**src/rtl/matrix_pkg.sv**
```systemverilog
// Shared types for matrix_stream_loader: FSM states, matrix shape codes,
// buffer selects, response codes and the tile shape helper.
package matrix_pkg;

    localparam int DIM_W = 16;

    typedef enum logic [2:0] {
        ST_IDLE,
        ST_CFG_TYPE,
        ST_CFG_MUL,
        ST_CFG_ADD,
        ST_LOAD_A,
        ST_LOAD_B,
        ST_LOAD_C,
        ST_RESP
    } state_e;

    typedef enum logic [1:0] {
        MT_M8N32   = 2'd0,
        MT_M16N16  = 2'd1,
        MT_M32N8   = 2'd2,
        MT_ILLEGAL = 2'd3
    } mtype_e;

    localparam logic [1:0] SEL_A = 2'd0;
    localparam logic [1:0] SEL_B = 2'd1;
    localparam logic [1:0] SEL_C = 2'd2;

    localparam logic [1:0] RESP_OKAY   = 2'b00;
    localparam logic [1:0] RESP_SLVERR = 2'b10;

    typedef struct packed {
        logic [DIM_W-1:0] m;
        logic [DIM_W-1:0] n;
    } shape_t;

    // M grows and N shrinks with the type code so M*N stays constant.
    function automatic shape_t tile_shape(input mtype_e t, input int base);
        shape_t s;
        s.m = DIM_W'(base << t);
        s.n = DIM_W'((4 * base) >> t);
        return s;
    endfunction

endpackage

```
**src/rtl/matrix_addr_gen.sv**
```systemverilog
// matrix_addr_gen: blk/row/col element counters and buffer address for one operand tile.
// Latency: address and last flag are combinational from the counters; counters step on advance.
// Backpressure: counters hold whenever advance is low; clear has priority over advance.
module matrix_addr_gen
    import matrix_pkg::*;
#(
    parameter int NUM_BLK = 4,
    parameter int ADDR_W  = 11
) (
    input  logic              clk,
    input  logic              rstn,
    input  logic              clear,
    input  logic              advance,
    input  logic              col_major,
    input  logic [DIM_W-1:0]  rows,
    input  logic [DIM_W-1:0]  cols,
    output logic [ADDR_W-1:0] addr,
    output logic              last
);

    localparam int BLK_W = (NUM_BLK > 1) ? $clog2(NUM_BLK) : 1;

    logic [BLK_W-1:0] blk;
    logic [DIM_W-1:0] row;
    logic [DIM_W-1:0] col;
    logic             col_last;
    logic             row_last;
    logic             blk_last;
    logic [DIM_W-1:0] tile_sz;
    logic [DIM_W-1:0] offset;

    assign col_last = (col == cols - 1'b1);
    assign row_last = (row == rows - 1'b1);
    assign blk_last = (blk == BLK_W'(NUM_BLK - 1));
    assign last     = blk_last && row_last && col_last;

    always_ff @(posedge clk or negedge rstn) begin
        if (!rstn) begin
            blk <= '0;
            row <= '0;
            col <= '0;
        end else if (clear) begin
            blk <= '0;
            row <= '0;
            col <= '0;
        end else if (advance) begin
            if (col_last) begin
                col <= '0;
                if (row_last) begin
                    row <= '0;
                    blk <= blk_last ? '0 : blk + 1'b1;
                end else begin
                    row <= row + 1'b1;
                end
            end else begin
                col <= col + 1'b1;
            end
        end
    end

    // Stream order is always row-major; col_major only changes where the element lands.
    assign tile_sz = rows * cols;
    assign offset  = col_major ? (col * rows + row) : (row * cols + col);
    assign addr    = ADDR_W'(DIM_W'(blk) * tile_sz + offset);

endmodule

```
**src/rtl/matrix_stream_loader.sv**
```systemverilog
// matrix_stream_loader: parses a 3-beat header then writes the A/B/C tiles into the operand buffer.
// Latency: accepted beat -> buf_we/addr/data one cycle later; done one cycle after the response handshake.
// Backpressure: s_wready high only in CFG/LOAD states, s_wvalid gaps stall; RESP holds until s_bready.
// Build option: MATRIX_LOADER_TRANSPOSE_B_EN stores B column-major within each block.
module matrix_stream_loader
    import matrix_pkg::*;
#(
    parameter int  DATA_W  = 32,
    parameter int  BASE    = 8,
    parameter int  K_DIM   = 16,
    parameter int  NUM_BLK = 4,
    localparam int ADDR_W  = $clog2(NUM_BLK * 4 * BASE * K_DIM)
) (
    input  logic              clk,
    input  logic              rstn,
    input  logic              start,
    output logic              busy,
    output logic              done,
    input  logic [DATA_W-1:0] s_wdata,
    input  logic              s_wvalid,
    output logic              s_wready,
    output logic [1:0]        s_bresp,
    output logic              s_bvalid,
    input  logic              s_bready,
    output logic [1:0]        mat_type,
    output logic [5:0]        mul_prec,
    output logic [5:0]        add_prec,
    output logic              buf_we,
    output logic [1:0]        buf_sel,
    output logic [ADDR_W-1:0] buf_addr,
    output logic [DATA_W-1:0] buf_wdata
);

`ifdef MATRIX_LOADER_TRANSPOSE_B_EN
    localparam logic TRANSPOSE_B = 1'b1;
`else
    localparam logic TRANSPOSE_B = 1'b0;
`endif

    state_e            state;
    state_e            state_nxt;
    shape_t            shape;
    logic              accept;
    logic              in_load;
    logic              last_beat;
    logic              col_major;
    logic [1:0]        cur_sel;
    logic [DIM_W-1:0]  rows;
    logic [DIM_W-1:0]  cols;
    logic [ADDR_W-1:0] gen_addr;

    assign shape   = tile_shape(mtype_e'(mat_type), BASE);
    assign accept  = s_wvalid && s_wready;
    assign in_load = (state == ST_LOAD_A) || (state == ST_LOAD_B) || (state == ST_LOAD_C);

    always_comb begin
        rows      = shape.m;
        cols      = DIM_W'(K_DIM);
        cur_sel   = SEL_A;
        col_major = 1'b0;
        case (state)
            ST_LOAD_B: begin
                rows      = DIM_W'(K_DIM);
                cols      = shape.n;
                cur_sel   = SEL_B;
                col_major = TRANSPOSE_B;
            end
            ST_LOAD_C: begin
                rows    = shape.m;
                cols    = shape.n;
                cur_sel = SEL_C;
            end
            default: ;
        endcase
    end

    matrix_addr_gen #(
        .NUM_BLK (NUM_BLK),
        .ADDR_W  (ADDR_W)
    ) u_addr_gen (
        .clk       (clk),
        .rstn      (rstn),
        .clear     ((state == ST_IDLE) && start),
        .advance   (accept && in_load),
        .col_major (col_major),
        .rows      (rows),
        .cols      (cols),
        .addr      (gen_addr),
        .last      (last_beat)
    );

    always_ff @(posedge clk or negedge rstn) begin
        if (!rstn) begin
            state <= ST_IDLE;
        end else begin
            state <= state_nxt;
        end
    end

    always_comb begin
        state_nxt = state;
        s_wready  = 1'b0;
        s_bvalid  = 1'b0;
        busy      = (state != ST_IDLE);
        case (state)
            ST_IDLE: begin
                if (start) begin
                    state_nxt = ST_CFG_TYPE;
                end
            end
            ST_CFG_TYPE: begin
                s_wready = 1'b1;
                if (accept) begin
                    state_nxt = (mtype_e'(s_wdata[1:0]) == MT_ILLEGAL) ? ST_RESP : ST_CFG_MUL;
                end
            end
            ST_CFG_MUL: begin
                s_wready = 1'b1;
                if (accept) begin
                    state_nxt = ST_CFG_ADD;
                end
            end
            ST_CFG_ADD: begin
                s_wready = 1'b1;
                if (accept) begin
                    state_nxt = ST_LOAD_A;
                end
            end
            ST_LOAD_A: begin
                s_wready = 1'b1;
                if (accept && last_beat) begin
                    state_nxt = ST_LOAD_B;
                end
            end
            ST_LOAD_B: begin
                s_wready = 1'b1;
                if (accept && last_beat) begin
                    state_nxt = ST_LOAD_C;
                end
            end
            ST_LOAD_C: begin
                s_wready = 1'b1;
                if (accept && last_beat) begin
                    state_nxt = ST_RESP;
                end
            end
            ST_RESP: begin
                s_bvalid = 1'b1;
                if (s_bready) begin
                    state_nxt = ST_IDLE;
                end
            end
            default: state_nxt = ST_IDLE;
        endcase
    end

    // Config registers deliberately survive start; only a new header beat overwrites them.
    always_ff @(posedge clk or negedge rstn) begin
        if (!rstn) begin
            mat_type  <= '0;
            mul_prec  <= '0;
            add_prec  <= '0;
            s_bresp   <= RESP_OKAY;
            done      <= 1'b0;
            buf_we    <= 1'b0;
            buf_sel   <= '0;
            buf_addr  <= '0;
            buf_wdata <= '0;
        end else begin
            done   <= (state == ST_RESP) && s_bready;
            buf_we <= accept && in_load;
            if (accept && (state == ST_CFG_TYPE)) begin
                mat_type <= s_wdata[1:0];
                s_bresp  <= (mtype_e'(s_wdata[1:0]) == MT_ILLEGAL) ? RESP_SLVERR : RESP_OKAY;
            end
            if (accept && (state == ST_CFG_MUL)) begin
                mul_prec <= s_wdata[5:0];
            end
            if (accept && (state == ST_CFG_ADD)) begin
                add_prec <= s_wdata[5:0];
            end
            if (accept && in_load) begin
                buf_sel   <= cur_sel;
                buf_addr  <= gen_addr;
                buf_wdata <= s_wdata;
            end
        end
    end

endmodule

```
**config.mk**
```make
export PLATFORM = sky130hd
export DESIGN_NAME = matrix_stream_loader
export DESIGN_NICKNAME = d
export VERILOG_FILES = /design/src/rtl/matrix_pkg.sv /design/src/rtl/matrix_addr_gen.sv /design/src/rtl/matrix_stream_loader.sv
export SDC_FILE = /design/constraint.sdc
export NUM_CORES = 1
export LEC_CHECK = 0
export BUFFER_PORTS_ARGS = -buffer_cell sky130_fd_sc_hd__buf_2
export CORE_MARGIN = 5
export CORE_UTILIZATION = 65
export DETAILED_ROUTE_END_ITERATION = 12
export PLACE_DENSITY = 0.86
export SLEW_MARGIN = 0
export SYNTH_ARGS = -nofsm -noshare
export SYNTH_HDL_FRONTEND = slang
export SYNTH_HIERARCHICAL = 1
export SYNTH_SLANG_ARGS = --single-unit
```
**constraint.sdc**
```tcl
create_clock -name clk -period 19.9 [get_ports clk]
set_input_delay 0.995 -clock clk [delete_from_list [all_inputs] [get_ports clk]]
set_output_delay 0.995 -clock clk [all_outputs]
set_load 0.01 [all_outputs]
```
# Yosys cells after proc, flatten, opt, wreduce, memory -nomap -nowiden
# Index checks and enable logic that the tools add are counted.
# totals
ff_bits,100
input_bits,37
output_inout_bits,66
elab_cells,94
# op_classes
n_addsub,7
mul,3
eq_ne,19
n_shift,2
mux,28
reduce_logical,22
# op_table
operator,n
16-bit two-way mux,9
"16-bit by 1-bit adder with 16-bit output, second input constant",2
16-bit == test,2
"16-bit by 1-bit subtractor with 16-bit output, second input constant",2
3-bit two-way mux,9
3-bit one-hot mux with 8 select lines,1
11-bit adder,2
16-bit by 16-bit multiplier with 11-bit output,1
16-bit by 16-bit multiplier with 16-bit output,1
2-bit by 16-bit multiplier with 11-bit output,1
"4-bit by 2-bit left shift with 16-bit output, first input constant",1
"6-bit by 2-bit >> shifter with 16-bit output, first input constant",1
"3-bit == test, second input constant",4
2-bit two-way mux,6
1-bit logical AND,10
"2-bit != test, second input constant",5
8-bit AND reduction,1
"3-bit by 2-bit == test with 1-bit output, second input constant",2
"2-bit by 1-bit != test with 1-bit output, second input constant",3
2-bit nonzero test,3
6-bit OR reduction,1
"2-bit == test, second input constant",2
2-bit one-hot mux with 2 select lines,1
"3-bit by 1-bit == test with 1-bit output, second input constant",1
other kinds (8),10

# Longest topological paths before layout
# logic_depth
word_depth,9
depth_mapped,32
mapped_depth_nobuf,29

# Hierarchy
# Netlist, hierarchy kept.
# modules_own_cells
module,instances,cells_each,area_per_inst_um2,seq_area_each_um2
matrix_addr_gen,1,1203,9751.9,850.8
matrix_stream_loader,1,196,2791.4,1626.6

# Worst setup path after synthesis
# Ideal clock, no wire load.
# synth_timing
kind,flip-flop to flip-flop
startpoint,reg state[1]
endpoint,reg buf_addr[10]
setup_ns,0.125
t_arrival_ns,7.061
t_required_ns,19.775
path_slack_ns,12.715
path_stages_with_launch,29
path_buffers,3
period_less_slack_ns,7.185
cell_sequence,dfrtp_1 > inv_1 > ha_1 > clkbuf_1 > o21ai_0 > nor2_1 > clkbuf_1 > clkbuf_1 > nand2_1 > fa_1 > fa_1 > inv_1 > ha_1 > inv_1 > fa_1 > fa_1 > fa_1 > inv_1 > ha_1 > xnor2_1 > nand2_1 > fa_1 > inv_1 > ha_1 > a21o_1 > a31oi_1 > xor2_1 > xnor3_1 > mux2_2
# synth_between
elab_chain_len,6
word_cells_on_any_way,20
classes_between,2 x add/sub; 3 x mul; 6 x eq/ne; 3 x mux; 6 x reduce/logical
# synth_rtl
element,line_no,source
"start, declared",matrix_stream_loader.sv:40,state_e state;
"start signal, assigned",matrix_stream_loader.sv:96,state <= state_nxt;
3-bit == test,matrix_stream_loader.sv:61,case (state)
2-bit OR reduction (no source line) (*),--,
16-bit two-way mux (*),matrix_stream_loader.sv:61,
via cols[2],matrix_stream_loader.sv:49,logic [DIM_W-1:0] cols;
16-bit by 16-bit multiplier with 16-bit output / 16-bit by 16-bit multiplier with 11-bit output (equally long branches),"matrix_addr_gen.sv:62, matrix_addr_gen.sv:63",
2-bit by 16-bit multiplier with 11-bit output / 11-bit adder (equally long branches),"matrix_addr_gen.sv:64, matrix_addr_gen.sv:63",
11-bit adder (*),matrix_addr_gen.sv:64,assign addr = ADDR_W'(DIM_W'(blk) * tile_sz + offset);
via gen_addr[10],matrix_stream_loader.sv:50,logic [ADDR_W-1:0] gen_addr;
"end signal, assigned",matrix_stream_loader.sv:184,buf_addr <= gen_addr;
"end, declared",matrix_stream_loader.sv:30,"output logic [ADDR_W-1:0] buf_addr,"
# The timed path passes the listed nets; every way through them passes the cells marked *.
# A chain may end at the register's enable or synchronous reset.

# Worst setup path after layout
# Same ends and word-level chain as after synthesis.

==> results_dict.tcl <==
set metrics [dict create \
    path_clk_slew_ps 90 \
    area_growth_pct 9.24 \
    core_mm2 0.0188 \
    cts_tree "done" \
    worst_path_most_repeated_cell "inv_1" \
    synth_flop_cell "dfrtp_1" \
    grt_usage_pct 29.1 \
    syn-cell-area_mm2 0.0125 \
    p_per_area_mw_per_mm2 87.2 \
    ir_drop_v 0.0000948 \
    setup_tns_ps 0 \
    start_util_pct 66.6 \
    remaining_drc_errors 0 \
    rsz0062_at_grt "false" \
    hold_slack_ps 509 \
    htreeDepth 3 \
    synth_enable_flop_cells 0 \
    antenna_found_initial 0 \
    clock_latency_ps 370 \
    numClockSinks 99 \
    p_int_mw 0.653 \
    hold_path_class "flip-flop to flip-flop" \
    holdPathStages 1 \
    min_period_over_period_pct 37.3 \
    ys_types 64 \
    clockBufferDepth 2 \
    cp-start-kind "flip-flop" \
    final_nets 1775 \
    criticalPathCategory "flip-flop to flip-flop" \
    fmax_mhz 135 \
    crit_required_ps 20160 \
    routed_wl_mm 31.2 \
    gp_congestion 0.943 \
    slew_headroom_pct 26.5 \
    p_sw_share_pct 45.3 \
    dp_hpwl_mm 23.3 \
    grt_max_degree 75 \
    cts_setup_buffers 0 \
    async_flop_share_pct 100 \
    routed-via-count 10100 \
    reg2reg_depth 29 \
    final_max_slew_viol_count 0 \
    layout_common_cells "222 x inv_1, 163 x nand2_1, 117 x fa_1, 110 x ha_1, 100 x buf_2" \
    worstPathMaxFanout 20 \
    sequentialPowerShare_pct 21.6 \
    p_sw_mw 0.542 \
    wl_per_cell_um 17.6 \
    portBuffers 101 \
    n_antenna_cell 0 \
    cpPeakStageDelay_ps 550 \
    report.final.hold_viol_count 0 \
    io_pins 103 \
    status "completed" \
    grt_pass1_wl_mm 51.7 \
    grt_pass1_vias 10600 \
    pwr-share-clk_pct 15.8 \
    holdBufCountCts 0 \
    rows 50 \
    syn_area_per_cell_um2 8.97 \
    arrival_ps 7690 \
    cts_resized 0 \
    fp.dieW_um 149 \
    maxCapViolCount 0 \
    worst_setup_path_end_kind "flip-flop" \
    dieArea_mm2 0.0222 \
    clockRootBuffer "clkbuf_16" \
    comb_power_share_pct 62.7 \
    final_common_cell "inv_1" \
    drive_above_1_share_pct 14.1 \
    via_per_inst 5.66 \
    die_y_um 149 \
    drt_iter0_drc 647 \
    syn_inst 1399 \
    crit_slowest_cell "fa_1" \
    firstDrtPassIters 5 \
    reg2reg_slack_ps 12470 \
    overflow 0 \
    worstMarginPinSlew_ps 1100 \
    p_leak_nw 7.00 \
    numCtsBuffers 9 \
    post-route-min-period_ps 7430 \
    synth_sequential_area_ratio_pct 19.8 \
    clock_skew_ps 12.8 \
    ys_seq_elements 99 \
    yosys_warnings 6 \
    setup_violations 0 \
    ant_nets 0 \
]
[cells in the mapped netlist, types with 13 or more instances]
cell	instances	area, µm²
a21oi_1	36	180
and2_1	86	538
and3_1	14	87.6
clkbuf_1	67	251
dfrtp_1	99	2480
fa_1	117	2340
ha_1	110	1380
inv_1	222	833
mux2_2	53	597
mux2_4	15	225
nand2_1	163	612
nor2_1	58	218
nor2b_1	13	81.3
nor3_1	18	90.1
o21ai_0	37	185
xnor2_1	96	841
xor2_1	34	298
[power groups by stage]
stage,Combinational (mW),Clock (mW),Sequential [mW]
final,0.749,0.188,0.258
after global routing,0.846,0.198,0.260
after CTS,0.733,0.190,0.256
after detailed placement,0.726,0,0.260
after global placement,0.694,0,0.258
after floorplan,0.563,0,0.251
[worst max-delay path, delay by kind of cell, from the launching register on]
| family | cells | cell delay, ps |
|---|---|---|
| muxes | 1 | 270 |
| xor gates and xnor gates | 3 | 600 |
| DFF | 1 | 410 |
| AOI/OAI and AO/OA | 6 | 1270 |
| and+or+nand+nor | 3 | 360 |
| adders and majority gates | 9 | 3740 |
| buffers and inverters | 7 | 640 |
[flip-flops by register name, indices dropped and copies added (netlist names), 3 cells and up]
name	flops
mul_prec	6
buf_wdata	32
u_addr_gen/row	16
add_prec	6
state	3
buf_addr	11
u_addr_gen/col	16
[layout make-up]
type | count | area (µm²)
inverter | 222 | 833
fill | 1309 | 5130
clock buffer | 9 | 225
sequential | 99 | 2480
clock inverter | 7 | 93.8
tap | 260 | 325
multi-input combinational | 1067 | 9160
timing repair buffer | 112 | 591
[metrics by stage]
step                      util (%)  instances  setup WS (ps)  power [mW]  instance area [µm²]
after global placement        71.1       1760          12760       0.953                13400
after floorplan                  -       1469          12710       0.814                12800
final                         72.8       1776          12470        1.19                13700
after CTS                     72.8       1776          12450        1.18                13700
after global routing          72.8       1776          11940        1.30                13700
after detailed placement      71.1       1760          12490       0.986                13400
[routing by layer]
metal	vias up	wire, µm	GRT usage (%)
met5	-	0	0
met4	0	1590	15.4
met3	125	2360	4.95
met2	463	15100	48.8
met1	4869	12100	35.9
li1	4594	-	-
[cell families (layout without fill, tap and decap cells)]
| family | count (synthesis) | in the layout | synth area share, % |
|---|---|---|---|
| mux | 69 | 69 | 6.63 |
| other cells | 1 | 71 | 0.0299 |
| simple gates | 420 | 420 | 16.5 |
| fa+ha+maj | 227 | 227 | 29.6 |
| buf+inv | 303 | 350 | 9.49 |
| flops | 99 | 99 | 19.8 |
| xor+xnor | 135 | 135 | 9.98 |
| compound gates | 145 | 145 | 7.98 |
[worst paths after layout]
check / from / endpoint
max in group asynchronous: rstn / buf_addr[2]
max reg2reg: state[1] / buf_addr[10]
min reg2reg: buf_addr[2] / buf_addr[2]
min: buf_addr[2] / buf_addr[2]
max: state[1] / buf_addr[10]
min in group asynchronous: rstn / u_addr_gen/row[15]
No activity file was read; power rests on OpenSTA's default activity.
